<file path="src/rtl/uart_rx.sv">
// UART receiver: 7/8 data bits, optional odd parity, held byte with per-frame flags and IRQ pulse.
// Define UART_RX_MAJORITY_EN for 2-of-3 majority sampling around mid-bit (adds one cycle of latency).
`timescale 1ns/1ps
module uart_rx #(
  parameter int CLKS_PER_BIT = 434
) (
  input  logic       clk,
  input  logic       RST,
  input  logic       DATA_IN_Rx,
  input  logic       UART_BITS,
  input  logic       UART_PARITY,
  input  logic       UART_READ,
  output logic [7:0] DATA_OUT_Rx,
  output logic       DATA_READY,
  output logic       IRQ_Rx,
  output logic       PARITY_ERR,
  output logic       FRAME_ERR,
  output logic       OVERRUN
);

  localparam int CW = $clog2(CLKS_PER_BIT);
`ifdef UART_RX_MAJORITY_EN
  // One extra cycle so the decision lands at mid+1 with mid-1 and mid in history.
  localparam logic [CW-1:0] START_LOAD = CW'(CLKS_PER_BIT / 2);
`else
  localparam logic [CW-1:0] START_LOAD = CW'(CLKS_PER_BIT / 2 - 1);
`endif
  localparam logic [CW-1:0] BIT_LOAD = CW'(CLKS_PER_BIT - 1);

  typedef enum logic [2:0] {IDLE, START, DATA, PARITY, STOP} state_t;

  state_t        state;
  logic          sync0;
  logic          rx_s;
  logic          rx_d1;
  logic [CW-1:0] cnt;
  logic [2:0]    bit_idx;
  logic [7:0]    shreg;
  logic          bits8;
  logic          par_en;
  logic          par_acc;
  logic          par_bad;
  logic          tick;
  logic          sample;

`ifdef UART_RX_MAJORITY_EN
  logic rx_d2;

  always_ff @(posedge clk) begin
    if (RST) rx_d2 <= 1'b1;
    else     rx_d2 <= rx_d1;
  end

  always_comb begin
    sample = (rx_s & rx_d1) | (rx_s & rx_d2) | (rx_d1 & rx_d2);
  end
`else
  always_comb begin
    sample = rx_s;
  end
`endif

  always_comb begin
    tick = (cnt == '0);
  end

  always_ff @(posedge clk) begin
    if (RST) begin
      sync0 <= 1'b1;
      rx_s  <= 1'b1;
      rx_d1 <= 1'b1;
    end else begin
      sync0 <= DATA_IN_Rx;
      rx_s  <= sync0;
      rx_d1 <= rx_s;
    end
  end

  always_ff @(posedge clk) begin
    if (RST) begin
      state       <= IDLE;
      cnt         <= '0;
      bit_idx     <= '0;
      shreg       <= '0;
      bits8       <= 1'b0;
      par_en      <= 1'b0;
      par_acc     <= 1'b0;
      par_bad     <= 1'b0;
      DATA_OUT_Rx <= '0;
      DATA_READY  <= 1'b0;
      IRQ_Rx      <= 1'b0;
      PARITY_ERR  <= 1'b0;
      FRAME_ERR   <= 1'b0;
      OVERRUN     <= 1'b0;
    end else begin
      IRQ_Rx <= 1'b0;
      if (UART_READ && DATA_READY) begin
        DATA_READY <= 1'b0;
        PARITY_ERR <= 1'b0;
        FRAME_ERR  <= 1'b0;
        OVERRUN    <= 1'b0;
      end
      case (state)
        IDLE: begin
          // Edge-triggered start, so a line stuck low never retriggers.
          if (rx_d1 && !rx_s) begin
            cnt   <= START_LOAD;
            state <= START;
          end
        end
        START: begin
          if (tick) begin
            if (sample) begin
              state <= IDLE;
            end else begin
              bits8   <= UART_BITS;
              par_en  <= UART_PARITY;
              cnt     <= BIT_LOAD;
              bit_idx <= '0;
              shreg   <= '0;
              par_acc <= 1'b0;
              par_bad <= 1'b0;
              state   <= DATA;
            end
          end else begin
            cnt <= cnt - 1'b1;
          end
        end
        DATA: begin
          if (tick) begin
            shreg[bit_idx] <= sample;
            par_acc        <= par_acc ^ sample;
            cnt            <= BIT_LOAD;
            bit_idx        <= bit_idx + 3'd1;
            if (bit_idx == {2'b11, bits8}) state <= par_en ? PARITY : STOP;
          end else begin
            cnt <= cnt - 1'b1;
          end
        end
        PARITY: begin
          if (tick) begin
            par_bad <= ~(par_acc ^ sample);
            cnt     <= BIT_LOAD;
            state   <= STOP;
          end else begin
            cnt <= cnt - 1'b1;
          end
        end
        STOP: begin
          if (tick) begin
            state <= IDLE;
            if (!DATA_READY || UART_READ) begin
              DATA_OUT_Rx <= bits8 ? shreg : {1'b0, shreg[6:0]};
              DATA_READY  <= 1'b1;
              PARITY_ERR  <= par_bad;
              FRAME_ERR   <= ~sample;
              OVERRUN     <= 1'b0;
              IRQ_Rx      <= 1'b1;
            end else begin
              OVERRUN <= 1'b1;
            end
          end else begin
            cnt <= cnt - 1'b1;
          end
        end
        default: state <= IDLE;
      endcase
    end
  end

endmodule
</file>
<file path="config.mk">
export PLATFORM = sky130hd
export DESIGN_NAME = uart_rx
export DESIGN_NICKNAME = d
export VERILOG_FILES = /design/src/rtl/uart_rx.sv
export SDC_FILE = /design/constraint.sdc
export NUM_CORES = 1
export LEC_CHECK = 0
export BUFFER_PORTS_ARGS = -buffer_cell sky130_fd_sc_hd__buf_2
export CAP_MARGIN = 20
export CORE_ASPECT_RATIO = 1.5
export CORE_MARGIN = 3
export CORE_UTILIZATION = 46
export DETAILED_ROUTE_END_ITERATION = 7
export PLACE_DENSITY_LB_ADDON = 0.1
export REMOVE_ABC_BUFFERS = 1
export SLEW_MARGIN = 5
export SYNTH_ARGS = -nofsm -noshare
export SYNTH_HDL_FRONTEND = slang
export SYNTH_SLANG_ARGS = --single-unit
</file>
<file path="constraint.sdc">
create_clock -name clk -period 2.15 [get_ports clk]
set_clock_uncertainty 0.15 [all_clocks]
set_input_delay 0.215 -clock clk [delete_from_list [all_inputs] [get_ports clk]]
set_output_delay 0.215 -clock clk [all_outputs]
set_load 0.03 [all_outputs]
</file>
==> metrics.txt, run 1 <==
status finished, final reports clean; number of global-route vias before repair 2124; Yosys cell types 54; utilization after layout slightly below 60%; Final Hold Violating Endpoints 0; worst skew pair latency between 300 and 400 ps; Setup crit end kind flip-flop; # rows 30; PwrDens between 800 and 900 nW/um^2; FFs w/ async S/R, synth 0%; dpl hpwl 4230 um; initial antenna violation count 0; Area Overhead vs Synth 23.7%; root buffer cell clkbuf_8; average size of a mapped cell between 8 and 9 um^2; GRT Util Overall a little over a fifth; Static Leak roughly 0.0010 uW; hold endpoint bits8; Post-Synth Adder-Cell Area ~1.7%; max-cap viol count 0; GPL Wtd Cong around 0.85; worst reg-to-reg path cell count 8; Die W between 60 and 70 um; layout cell share with drive strength beyond 1 between 20% and 30%; Syn. warnings 0; post-synthesis mux area share ~1.4%; hold crit path type in2reg; DRT Wirelength 5660 um; routed vias/inst around 5.6; VDD IR-drop max around 0.00047 V; DRT Pass-1 Iters 4; arrival time worst endpoint about 2100 ps; count of pins over their slew limit 0; Avg WL per Cell roughly 15 um; PortBufs 18; clk buf depth 2; CORE AREA around 4500 um^2; Initial Util 47.9%; EDFF count, synth 0; top_reg_cell synth dfxtp_1; ANT nets after route 0; main combinational cell family by area after synthesis simple AND/OR/NAND/NOR gates; hold depth 3; WP data required ~2200 ps; worst hold slack around 12 ps; hold path start UART_BITS; largest net degree at the start of global routing 17; Worst-Margin Slew a little under 600 ps; Die H 90.2 um; total CTS buffers 5; CP Max Fanout 4; setup slack, reg-to-reg a little over 60 ps; complex-gate fraction of the synthesized area 23.4%; NumNets Final about 330; H-tree depth 2; Yosys reg bits 43; Mapped Cells 270; Antenna Cells 0; TritonCTS clock tree built; period utilization between 90% and 100%; Residual DRC 0; die area 5610 um^2; fmax 479 MHz; biggest area consumer among synthesized cells dfxtp_1; Slew Limit Headroom 60.4%; sequential area share after synthesis between 30% and 40%; minimum clock period roughly 2100 ps; post-synthesis xor/xnor area fraction under 10%; initial drt markers about 110; reg2reg end cnt[6]; grt ovf 0; simple-gate share of the synthesized area a little over a quarter; synth top area cells dfxtp_1 (40%), a21oi_1 (8.5%), nand2_1 (7.4%); WS Path Type reg2reg; Ports 19; worst r2r src cnt[1]; final setup fails 0; routed via count 2117; Clock Pin Slew Worst Setup and Hold Paths roughly 90 ps; Synth top area share between 30% and 40%; Clock Sinks 43; synthesized area 2180 um^2; first-pass GRT wire length between 9000 and 10000 um; Worst setup SP type flip-flop
state kept, by name (all words and copies together), names as in the netlist:
| signal | cells |
|---|---|
| DATA_OUT_Rx | 8 |
| DATA_READY | 1 |
| FRAME_ERR | 1 |
| IRQ_Rx | 1 |
| OVERRUN | 1 |
| PARITY_ERR | 1 |
| bit_idx | 3 |
| bits8 | 1 |
| cnt | 9 |
| par_acc | 1 |
| par_bad | 1 |
| par_en | 1 |
| rx_d1 | 1 |
| rx_s | 1 |
| shreg | 8 |
| state | 3 |
| sync0 | 1 |
routing by layer:
| metal | global-route usage, % | share of wire [%] |
|---|---|---|
| met5 | 0 | 0 |
| met4 | 14.0 | 5.8 |
| met3 | 3.75 | 2.5 |
| met2 | 39.8 | 54 |
| met1 | 22.5 | 38 |
worst max path at each step:
| stage | slack (ps) | to | from | depth (start not counted) |
|---|---|---|---|---|
| floorplan | -110 | cnt[4] | cnt[0] | 7 |
| global placement | -140 | cnt[4] | cnt[0] | 7 |
| detailed placement | -240 | cnt[4] | cnt[0] | 7 |
| CTS | 0.07 | state[1] | cnt[0] | 8 |
| global route | -10 | shreg[3] | state[1] | 6 |
| finish | 60 | cnt[6] | cnt[1] | 8 |
metrics by stage:
stage / cells / TNS [ps] / worst slack [ps] / total power [uW] / cell area [um^2]
6_report: 381 / 0 / 60.9 / 2190 / 2690
5_1_grt: 381 / -11.7 / -11.7 / 2320 / 2690
4_1_cts: 380 / 0 / 0.0739 / 2140 / 2630
3_5_place_dp: 370 / -1490 / -237 / 1570 / 2500
3_3_place_gp: 370 / -653 / -143 / 1560 / 2500
2_1_floorplan: 255 / -427 / -108 / 1260 / 2090
critical path: stages, from the launching register on:
cell      delay, ps
dfxtp_2         330
inv_2            70
ha_4            130
or4b_4          510
buf_4           170
buf_4           130
o211ai_1        150
a21oi_1          90
a31o_2          250
placed cells by master, fill, tap and decap left out, types with 3 or more instances in the layout:
cell       n
dfxtp_1   41
nand2_1   41
a21oi_1   36
nand3_1    7
buf_4     33
nand3b_1   3
nor3_1     4
a31o_2     3
nor2b_1    6
mux2i_1    3
xnor2_1    3
o21ai_0   15
buf_2     18
clkbuf_8   5
and3_1     3
nor3b_1    4
a211oi_1   4
nor3_2     3
inv_1      8
nor2_1    18
or2_2      4
synthesized netlist by cell type, types with 3 or more instances:
cell	number
nor2_1	18
and3_1	3
a31o_2	3
nor2b_1	6
o21ai_0	15
nand3_1	7
nand2_1	43
dfxtp_1	43
a211oi_1	4
ha_1	3
nand3b_1	3
buf_2	3
clkbuf_1	6
or2_2	4
nor3b_1	4
xnor2_1	3
inv_1	10
buf_6	3
a21oi_1	37
mux2i_1	3
nor3_1	6
logic make-up (layout without fill, tap and decap cells):
family                     after synthesis  count (layout)
and+or+nand+nor                        111             111
adders and majority gates                3               3
AOI/OAI and AO/OA                       81              82
DFF                                     43              43
muxes                                    3               3
buffers and inverters                   25              71
xor gates and xnor gates                 4               4
area by class of cell:
class,instances,area [um^2]
Inverter,10,37.5
Clock buffer,5,68.8
Timing Repair Buffer,53,359
Clock inverter,3,25.0
Sequential cell,43,863
Tap cell,64,80.1
Multi-Input combinational cell,203,1260
Fill cell,444,1850
power breakdown:
part | internal (uW) | leakage (uW) | total (uW) | switching, uW
Combinational | 352 | 0.000653 | 789 | 437
Sequential | 832 | 0.000349 | 867 | 35.6
Clock | 232 | 0.0000443 | 538 | 305
Total | 1420 | 0.00105 | 2190 | 778
timing repair:
| item | 4_1_cts | 5_1_grt |
|---|---|---|
| resized for setup | 2 | 15 |
| gates cloned | 1 | 0 |
| endpoints found under the setup margin | 13 | 31 |
| pin swaps | 1 | 4 |
| hold buffers | 1 | 0 |
| hold endpoints to repair | 1 | 0 |
| setup buffers | 0 | 1 |
No activity file was read; power rests on OpenSTA's default activity.
==> run 2, diff against run 1 <==
--- a/config.mk
+++ b/config.mk
@@ -12,6 +12,7 @@
 export CORE_UTILIZATION = 46
 export DETAILED_ROUTE_END_ITERATION = 7
 export PLACE_DENSITY_LB_ADDON = 0.1
+export RECOVER_POWER = 100
 export REMOVE_ABC_BUFFERS = 1
 export SLEW_MARGIN = 5
 export SYNTH_ARGS = -nofsm -noshare
==> metrics.txt, run 2 (synthesis results as in run 1) <==
worst reg-to-reg path cell count 8 (unchanged); GRT Util Overall 21.8% (unchanged); Area Overhead vs Synth 22.5% (was 23.7%); Initial Util 47.9% (unchanged); minimum clock period 2090 ps (about the same); first-pass GRT wire length 9820 um (unchanged); Clock Power Share 24.6% (was 24.5%); Comb power frac 35.7% (was 36.0%); CP Max Fanout 4 (unchanged); CORE AREA 4540 um^2 (unchanged); PwrDens 821 nW/um^2 (was 815 nW/um^2); Die H 90.2 um (unchanged); arrival time worst endpoint 2140 ps (about the same); FILL cells 457 (was 444); ANT nets after route 0 (unchanged); largest net degree at the start of global routing 17 (unchanged); number of global-route vias before repair 2124 (unchanged); GPL Wtd Cong 0.846 (unchanged); clk buf depth 2 (unchanged); Top reg by flops cnt (unchanged); setup ws final 59.6 ps (was 60.9 ps); post-place setup slack -237 ps (unchanged); initial drt markers 110 (was 106); PortBufs 18 (unchanged); fin area 2670 um^2 (was 2690 um^2); routed via count 2113 (was 2117); WP data required 2200 ps (about the same); grt ovf 0 (unchanged); number of flip-flops under the largest register name 9 (unchanged); worst skew pair latency 310 ps (about the same); Worst setup SP type flip-flop (unchanged); Worst-Margin Slew 681 ps (was 590 ps); routed vias/inst 5.55 (was 5.56); setup slack, reg-to-reg 60 ps (about the same); Switching Share 35.7% (was 35.5%); NumNets Final 325 (unchanged); Antenna Cells 0 (unchanged); reg2reg end cnt[6] (unchanged); Avg WL per Cell 14.9 um (was 14.8 um); # rows 30 (unchanged); hold crit path type in2reg (unchanged); fmax 478 MHz (was 479 MHz); Ports 19 (unchanged); Slew Limit Headroom 54.6% (was 60.4%); Final Hold Violating Endpoints 0 (unchanged); Setup crit end kind flip-flop (unchanged); NetSw 781 uW (was 778 uW); WS Path Type reg2reg (unchanged); biggest regs cnt: 9 flops, DATA_OUT_Rx: 8 flops, shreg: 8 flops (unchanged); TritonCTS clock tree built (unchanged); status finished, final reports clean (unchanged); CP Launch Point cnt[1] (unchanged); DRT Pass-1 Iters 4 (unchanged); Worst setup endpoint cnt[6] (unchanged); DRT Wirelength 5670 um (was 5660 um); worst r2r src cnt[1] (unchanged); count of pins over their slew limit 0 (unchanged); instance area after placement 2500 um^2 (unchanged); max-cap viol count 0 (unchanged); Clock Sinks 43 (unchanged); die area 5610 um^2 (unchanged); most frequent cells in the layout dfxtp_1 (41), nand2_1 (41), a21oi_1 (36) (unchanged); Die W 62.2 um (unchanged); total CTS buffers 5 (unchanged); Residual DRC 0 (unchanged); layout cell share with drive strength beyond 1 24.6% (was 29.7%); H-tree depth 2 (unchanged); dpl hpwl 4230 um (unchanged); Pint 1410 uW (was 1420 uW); Static Leak 0.000978 uW (was 0.00105 uW); period utilization 97.2% (about the same); Clock Pin Slew Worst Setup and Hold Paths 90 ps (about the same); root buffer cell clkbuf_8 (unchanged); initial antenna violation count 0 (unchanged); final setup fails 0 (unchanged); Seq pwr share 39.6% (was 39.5%); VDD IR-drop max 0.000471 V (was 0.000468 V)
==> run 2: changes by cell type in the layout (fill, tap and decap cells not counted) <==
cell,delta
clkbuf_1,+16
buf_4,-3
buf_2,-13
==> run 2: per-layer routing <==
layer | GRT usage (%) | vias up | part of all wire (%) | routed length [um]
met5 | 0 | - | 0 | 0
met3 | 3.75 | 25 | 2.5 | 140
met1 | 22.5 | 994 | 38 | 2170
li1 | - | 1051 | - | -
met2 | 39.8 | 43 | 53 | 3030
met4 | 14.0 | 0 | 5.8 | 330
==> run 2: worst min path at each step <==
stage	start	end	slack (ps)	cells after the start
2_1_floorplan	RST	FRAME_ERR	130	1
3_3_place_gp	sync0	rx_s	240	1
3_5_place_dp	DATA_IN_Rx	sync0	250	2
4_1_cts	UART_BITS	bits8	7	3
5_1_grt	UART_BITS	bits8	30	3
6_report	UART_BITS	bits8	10	3
==> run 2: layout make-up <==
class                   instances  area (um^2)  area share (%)
multi-input cells             203         1260            47.2
flip-flops and latches         43          863            32.4
repair buffers                 53          332            12.4
well taps                      64         80.1            3.00
clock buffers                   5         68.8            2.58
inverters                      10         37.5            1.41
clock inverters                 3         25.0           0.939
==> run 2: power by group through the flow <==
stage / Combinational, uW / Clock, uW / Sequential (uW)
after CTS: 726 / 550 / 863
after global placement: 682 / 0 / 880
after global routing: 855 / 584 / 872
final: 781 / 539 / 867
after detailed placement: 690 / 0 / 881
after floorplan: 368 / 0 / 888
==> run 2: what timing repair did <==
action / in CTS / in global routing
gates cloned: 1 / 0
hold endpoints to repair: 1 / 0
buffers inserted: 0 / 1
setup endpoints to repair: 13 / 31
hold buffers: 1 / 0
resized for setup: 2 / 15
pin swaps: 1 / 4
==> run 2: metrics by stage <==
stage                     utilization (%)  setup TNS [ps]  std cells  hold WS [ps]  power (uW)
final                                58.7               0        381          12.3        2190
after global routing                 58.7           -11.6        381          27.0        2310
after CTS                            57.9               0        380          6.86        2140
after detailed placement             55.1           -1490        370           252        1570
after global placement               55.1            -653        370           242        1560
after floorplan                         -            -427        255           132        1260
==> run 2: critical path, cell delays in order (launching register included) <==
cell      delay (ps)
dfxtp_2          330
inv_2             70
ha_4             130
or4b_4           510
buf_4            170
buf_4            130
o211ai_1         150
a21oi_1           90
a31o_2           250
